**src/rtl/radiation_pulse_processor.sv**
```systemverilog
// Pulse front end: tracks an IIR baseline and triggers on samples above baseline + threshold.
// Each pulse yields either a baseline-subtracted peak height or a pile-up count.
module radiation_pulse_processor #(
    parameter int unsigned ADC_WIDTH      = 12,
    parameter int unsigned VALUE_WIDTH    = 10,
    parameter int unsigned BASELINE_SHIFT = 4,
    parameter int unsigned MAX_WIDTH      = 64,
    parameter int unsigned READY_HOLD     = 4,
    parameter int unsigned HOLDOFF        = 8
) (
    input  logic                   clk,
    input  logic                   reset,
    input  logic                   sampleValid,
    input  logic [ADC_WIDTH-1:0]   sampleData,
    input  logic                   enable,
    input  logic [ADC_WIDTH-1:0]   threshold,
    output logic                   valueReady,
    output logic [VALUE_WIDTH-1:0] radiationValue,
    output logic [ADC_WIDTH-1:0]   baseline,
    output logic [15:0]            eventCount,
    output logic [15:0]            pileupCount,
    output logic                   busy
);

    localparam int unsigned ACC_W      = ADC_WIDTH + BASELINE_SHIFT;
    localparam int unsigned SHIFT_DOWN = ADC_WIDTH - VALUE_WIDTH;
    localparam int unsigned WIDTH_W    = $clog2(MAX_WIDTH + 1);
    localparam int unsigned CNT_W      = $clog2(READY_HOLD + HOLDOFF + 1) + 1;
    localparam int unsigned VALUE_MAX  = (2 ** VALUE_WIDTH) - 1;
    localparam int unsigned READY_LAST = (READY_HOLD > 0) ? READY_HOLD - 1 : 0;
    localparam int unsigned HOLD_LAST  = (HOLDOFF > 0) ? HOLDOFF - 1 : 0;

    typedef enum logic [1:0] {S_IDLE, S_TRACK, S_REPORT, S_HOLDOFF} state_t;

    state_t                  state;
    state_t                  stateNext;
    logic [ACC_W-1:0]        acc;
    logic [ACC_W-1:0]        accNext;
    logic [ADC_WIDTH-1:0]    peak;
    logic [WIDTH_W-1:0]      width;
    logic [CNT_W-1:0]        phaseCnt;
    logic [ADC_WIDTH:0]      triggerLevel;
    logic                    aboveLevel;
    logic [ADC_WIDTH-1:0]    heightShift;
    logic [VALUE_WIDTH-1:0]  heightSat;
    logic                    accEn;
    logic                    startPulse;
    logic                    peakEn;
    logic                    widthEn;
    logic                    pileupHit;
    logic                    reportHit;

    assign baseline = acc[ACC_W-1:BASELINE_SHIFT];

    // Trigger compare at one extra bit so baseline + threshold cannot wrap
    always_comb begin
        triggerLevel = {1'b0, baseline} + {1'b0, threshold};
        aboveLevel   = {1'b0, sampleData} > triggerLevel;
        accNext      = acc + ACC_W'(sampleData) - ACC_W'(baseline);
        heightShift  = (peak - baseline) >> SHIFT_DOWN;
        if (heightShift > ADC_WIDTH'(VALUE_MAX)) begin
            heightSat = VALUE_WIDTH'(VALUE_MAX);
        end else begin
            heightSat = VALUE_WIDTH'(heightShift);
        end
    end

    always_ff @(posedge clk) begin
        if (!reset) begin
            state <= S_IDLE;
        end else begin
            state <= stateNext;
        end
    end

    always_comb begin
        stateNext  = state;
        accEn      = 1'b0;
        startPulse = 1'b0;
        peakEn     = 1'b0;
        widthEn    = 1'b0;
        pileupHit  = 1'b0;
        reportHit  = 1'b0;
        case (state)
            S_IDLE: begin
                if (sampleValid) begin
                    if (enable && aboveLevel) begin
                        startPulse = 1'b1;
                        stateNext  = S_TRACK;
                    end else begin
                        accEn = 1'b1;
                    end
                end
            end
            S_TRACK: begin
                if (sampleValid) begin
                    if (!aboveLevel) begin
                        reportHit = 1'b1;
                        stateNext = S_REPORT;
                    end else begin
                        peakEn  = sampleData > peak;
                        widthEn = 1'b1;
                        if (width == WIDTH_W'(MAX_WIDTH - 1)) begin
                            pileupHit = 1'b1;
                            stateNext = S_HOLDOFF;
                        end
                    end
                end
            end
            S_REPORT: begin
                if (phaseCnt == CNT_W'(READY_LAST)) begin
                    stateNext = S_HOLDOFF;
                end
            end
            S_HOLDOFF: begin
                if (phaseCnt == CNT_W'(HOLD_LAST)) begin
                    stateNext = S_IDLE;
                end
            end
            default: stateNext = S_IDLE;
        endcase
    end

    // Datapath, counters and registered outputs
    always_ff @(posedge clk) begin
        if (!reset) begin
            acc            <= '0;
            peak           <= '0;
            width          <= '0;
            phaseCnt       <= '0;
            valueReady     <= 1'b0;
            radiationValue <= '0;
            eventCount     <= '0;
            pileupCount    <= '0;
            busy           <= 1'b0;
        end else begin
            busy       <= stateNext != S_IDLE;
            valueReady <= stateNext == S_REPORT;
            if ((stateNext == state) && ((state == S_REPORT) || (state == S_HOLDOFF))) begin
                phaseCnt <= phaseCnt + CNT_W'(1);
            end else begin
                phaseCnt <= '0;
            end
            if (accEn) begin
                acc <= accNext;
            end
            if (startPulse || peakEn) begin
                peak <= sampleData;
            end
            if (startPulse) begin
                width <= WIDTH_W'(1);
            end else if (widthEn) begin
                width <= width + WIDTH_W'(1);
            end
            if (reportHit) begin
                radiationValue <= heightSat;
                eventCount     <= eventCount + 16'd1;
            end
            if (pileupHit) begin
                pileupCount <= pileupCount + 16'd1;
            end
        end
    end

endmodule

```
**config.mk**
```make
export PLATFORM = sky130hd
export DESIGN_NAME = radiation_pulse_processor
export DESIGN_NICKNAME = d
export VERILOG_FILES = /design/src/rtl/radiation_pulse_processor.sv
export SDC_FILE = /design/constraint.sdc
export NUM_CORES = 1
export LEC_CHECK = 0
export CAP_MARGIN = 20
export CORE_MARGIN = 3
export CORE_UTILIZATION = 50
export CTS_CLUSTER_DIAMETER = 150
export DETAILED_ROUTE_END_ITERATION = 8
export GPL_TIMING_DRIVEN = 0
export PLACE_DENSITY = 0.84
export SLEW_MARGIN = 20
export SYNTH_ARGS = -nofsm -noshare
export SYNTH_HDL_FRONTEND = slang
export SYNTH_SLANG_ARGS = --single-unit
```
**constraint.sdc**
```tcl
create_clock -name clk -period 7.33 [get_ports clk]
set_clock_uncertainty 0.05 [all_clocks]
set_input_delay 0.733 -clock clk [delete_from_list [all_inputs] [get_ports clk]]
set_output_delay 0.733 -clock clk [all_outputs]
set_load 0.1 [all_outputs]
```
# Word level (Yosys, flattened, before mapping)
# Index checks and enable logic that the tools add are counted.
# Widths: inputs -> output; s select.
# op_classes
n_addsub,8
n_lt_le_gt_ge,3
n_eq_ne,8
mux,30
n_bitwise,1
n_reduce_logical,9
# ops
cell,n
$add 16x1->16 const B,2
$mux 1,21
$add 16x12->16,1
$sub 16x12->16,1
$mux 2,7
$add 12x12->13,1
$gt 12x13->1,1
$gt 12x12->1,1
$sub 12x12->12,1
$gt 10x10->1 const B,1
$mux 10,1
$pmux 2 s4,1
$add 7x1->7 const B,1
$eq 7x6->1 const B,1
$eq 2x2->1 const B,3
$add 5x1->5 const B,1
$eq 5x2->1 const B,1
$eq 5x3->1 const B,1
$reduce_bool 2->1,2
$eq 2x1->1 const B,1
$eq 2x2->1,1
$logic_and 1x1->1,2
$logic_not 2->1,1
$logic_or 1x1->1,2
3 further kinds,3
# totals
register_bits,86
in_bits,28
output_inout_bits,56
wordCells,70

# Depth between registers and ports, before layout
# depth
ltp_word,9
depth_mapped,22
mapped_depth_nobuf,20

# Worst setup path before layout
# Ideal clock, no wire load.
# synth_path
path_type,input-to-reg
start,input port threshold[1]
end,register acc[15]
setup_ns,0.070
arrival_time_ns,4.276
t_required_ns,7.210
setup_slack_ns,2.934
stages,20
n_path_buf,0
path_cell_list,ha_1 > a21o_1 > a21oi_1 > o21bai_1 > a31o_2 > a21oi_1 > o21ai_0 > a21oi_1 > nor4b_1 > a311oi_1 > ha_1 > nand4_1 > nor2_1 > o21ai_0 > nor2_1 > o31a_1 > and2_4 > a211o_1 > or3_1 > a21oi_1
# synth_between
elab_chain_cells,6
# synth_lines
item,line_no,text
start: declaration,16,"input logic [ADC_WIDTH-1:0] threshold,"
$add 12x12->13,57,"triggerLevel = {1'b0, baseline} + {1'b0, threshold};"
$gt 12x13->1,58,"aboveLevel = {1'b0, sampleData} > triggerLevel;"
$logic_and 1x1->1,87,if (enable && aboveLevel) begin
$mux 1,87,
$mux 1,86,if (sampleValid) begin
$mux 1,84,case (state)
end signal: assignment,145,acc <= accNext;
end: declaration,37,logic [ACC_W-1:0] acc;
# No other way between the ends.
# A chain may end at the register's enable or synchronous reset.

# Worst setup path in the final report
# layout_path
start,input port threshold[1]
end,register acc[12]
# The elaborated chain is that of the path after synthesis.

==> flow_summary.json <==
{
  "status": "finished, final reports clean",
  "start_util_pct": 52.3,
  "antenna_found_initial": 0,
  "hold_path_class": "flip-flop to flip-flop",
  "grt_usage_pct": 21.8,
  "clk_latency_ps": 340,
  "path_clk_slew_ps": 60,
  "finalHoldViolations": 0,
  "holdBufCountCts": 0,
  "synthTopCellsByCount": "nor2_1 (87), dfxtp_1 (86), inv_1 (86), ha_1 (66), nand2_1 (50)",
  "nets": 954,
  "synth_cells": 753,
  "timing.setup.tns_ps": 0,
  "period_share_pct": 70.9,
  "multi_input_area_um2": 3880,
  "yosys_warnings": 0,
  "crit_required_ps": 7490,
  "synth_area_leader_cell": "dfxtp_1",
  "min_period_ps": 5200,
  "holdPathStages": 2,
  "dp.cells": 979,
  "cts_root_buffer": "clkbuf_16",
  "post-cts-setup-buffers": 0,
  "io_buffers": 83,
  "num_io_pins": 84,
  "synth_nets": 860,
  "relSlewSlack_pct": 32.3,
  "postCtsResizedCells": 0,
  "vias_per_cell": 5.41,
  "rows": 39,
  "num_vias": 5381,
  "diodes": 0,
  "whs_ps": 402,
  "grt_pass1_wl_um": 23700,
  "p_leak_nw": 3.15,
  "seqCellArea_um2": 1720,
  "dp_hpwl_um": 11200,
  "synth-async-reset-ratio_pct": 0,
  "gp_congestion": 0.909,
  "area_growth_syn_to_layout_pct": 20.9,
  "ant_nets": 0,
  "die_h_um": 117,
  "grt_max_degree": 15,
  "fillers": 962,
  "grt_pass1_vias": 5066,
  "reg2regPathDepth": 21,
  "crit_path_end_kind": "flip-flop",
  "core-area_um2": 11700,
  "max_clock_freq_mhz": 192,
  "r2r-end": "acc[12]$_SDFFE_PN0P_",
  "p_per_area_nw_per_um2": 312,
  "cts_buffer_depth": 2,
  "drc": 0,
  "synth_flop_cell": "dfxtp_1",
  "cp.arrival_ps": 5360,
  "worst_pin_slew_ps": 1010,
  "peakVddDrop_v": 0.000182,
  "r2r_start": "acc[5]$_SDFFE_PN0P_",
  "syn_area_um2": 6120,
  "die-area_um2": 13600,
  "cts.sinks": 86,
  "synth-seq-area-share_pct": 28.1,
  "wl_per_cell_um": 14.4,
  "drive_gt1_share_pct": 6.22,
  "die_w_um": 117,
  "cp_max_fo": 10,
  "wl_um": 14300,
  "grt-ovfl-total": 0,
  "final_cell_count_no_fill": 995,
  "maxCapViolCount": 0,
  "cts_tree": "yes",
  "synth.area.top_cells": "dfxtp_1 (28%), ha_1 (13%), nor2_1 (5.3%)",
  "avgSynthCellArea_um2": 8.13,
  "min_from": "radiationValue[2]$_SDFFE_PN0P_",
  "slew_viol_final": 0,
  "rsz0062_at_grt": "false",
  "first_pass_iters": 6,
  "numCtsBuffers": 9,
  "drt_iter0_markers": 389,
  "synth-seq-cells": 86,
  "synth_cell_types": 58,
  "reg2reg_slack_ps": 2550,
  "synth_top_area_share_pct": 28.1,
  "synth_edf_count": 0,
  "cp-start-kind": "input pin",
  "critical_path_class": "input pin to flip-flop",
  "htreeDepth": 3,
  "yosysMostFrequentCell": "nor2_1",
  "hold_end": "radiationValue[2]$_SDFFE_PN0P_",
  "finalSetupViolations": 0
}
-- metrics by stage --
step	setup WS (ps)	power, mW	util [%]	cell area [um^2]
after floorplan	2930	1.62	-	6120
after global placement	1900	1.85	60.9	7130
after detailed placement	1830	1.87	60.9	7130
after CTS	2160	2.30	63.2	7400
after global routing	1770	2.48	63.2	7400
final	2130	2.31	63.2	7400
-- how the worst max path moves through the flow --
stage            startpoint                        endpoint  slack, ps
6_report       threshold[1]            acc[12]$_SDFFE_PN0P_       2130
5_1_grt        threshold[1]             acc[9]$_SDFFE_PN0P_       1770
4_1_cts        threshold[1]            acc[13]$_SDFFE_PN0P_       2160
3_5_place_dp   threshold[1]            acc[13]$_SDFFE_PN0P_       1830
3_3_place_gp   threshold[1]  radiationValue[3]$_SDFFE_PN0P_       1900
2_1_floorplan  threshold[1]            acc[15]$_SDFFE_PN0P_       2930
-- layout make-up --
| class | count | share of cell area [%] |
|---|---|---|
| sequential | 86 | 23.3 |
| clock inverter | 5 | 0.490 |
| buffer | 35 | 2.75 |
| multi-input combinational | 546 | 52.4 |
| tap | 143 | 2.42 |
| inverter | 86 | 4.36 |
| clock buffer | 11 | 3.14 |
| timing repair buffer | 83 | 11.2 |
-- flip-flops by register name, summed over array words and instances, names as in the netlist --
signal          flops
acc                16
width               7
state               2
phaseCnt            5
peak               12
pileupCount        16
busy                1
radiationValue     10
valueReady          1
eventCount         16
-- logic make-up (layout without fill, tap and decap cells) --
| kind of cell | count (synthesis) | after routing | synth area share [%] |
|---|---|---|---|
| flip-flops | 86 | 86 | 28.1 |
| AO/OA/AOI/OAI | 125 | 125 | 13.3 |
| adder cells (fa/ha/maj) | 79 | 79 | 17.7 |
| AND/OR/NAND/NOR | 268 | 268 | 21.5 |
| multiplexers | 12 | 12 | 1.96 |
| buffers and inverters | 121 | 220 | 8.60 |
| XOR/XNOR | 62 | 62 | 8.87 |
-- cell usage in the layout, fill, tap and decap left out, types with 3 or more instances in the layout --
master / netlist / final
nor2_1: 87 / 87
or2_2: 4 / 4
xor2_1: 28 / 28
nand4_1: 11 / 11
and2_1: 14 / 14
a21oi_2: 3 / 3
a21oi_1: 49 / 49
ha_1: 66 / 66
o211ai_1: 5 / 5
nor3_1: 19 / 19
nand3_1: 30 / 30
nor2b_1: 4 / 4
buf_6: 3 / 3
a31o_2: 3 / 3
clkbuf_16: 0 / 9
nand2b_1: 11 / 11
and3_1: 16 / 16
mux2i_1: 12 / 12
buf_4: 12 / 12
clkinv_4: 0 / 3
clkdlybuf4s50_1: 0 / 83
xnor2_1: 34 / 34
nand2_1: 50 / 50
o21a_1: 3 / 3
buf_2: 4 / 4
a31oi_1: 8 / 8
fa_1: 13 / 13
clkbuf_1: 16 / 18
o21ai_0: 18 / 18
a211oi_1: 5 / 5
nor4_1: 3 / 3
inv_1: 86 / 86
dfxtp_1: 86 / 86
or3_1: 5 / 5
a21o_1: 11 / 11
-- report_power, final --
part | internal [mW] | switching [mW]
clock network | 0.231 | 0.192
logic | 0.536 | 0.790
registers | 0.514 | 0.0464
-- critical path, stage by stage --
cell and delay [ps]:
clkdlybuf4s50_1 440, ha_1 300, a21o_1 170, a21oi_1 240, o21bai_1 130, a31o_2 250
a21oi_1 210, o21ai_0 120, a21oi_1 260, nor4b_1 90, a311oi_1 250, ha_1 290
nand4_1 130, nor2_1 70, o21ai_0 70, nor2_1 70, o31a_1 360, a311oi_1 380
clkbuf_1 500, nor2_1 80, a21oi_1 150, nor2_1 60
-- per-layer routing --
layer	routed length, um	share of wire [%]	global-route usage [%]	vias up
met2	6580	46	36.5	152
met1	6720	47	29.3	2486
li1	-	-	-	2720
met5	0	0	0	-
met3	706	4.9	2.69	23
met4	286	2.0	7.57	0
No activity file was read; power rests on OpenSTA's default activity.
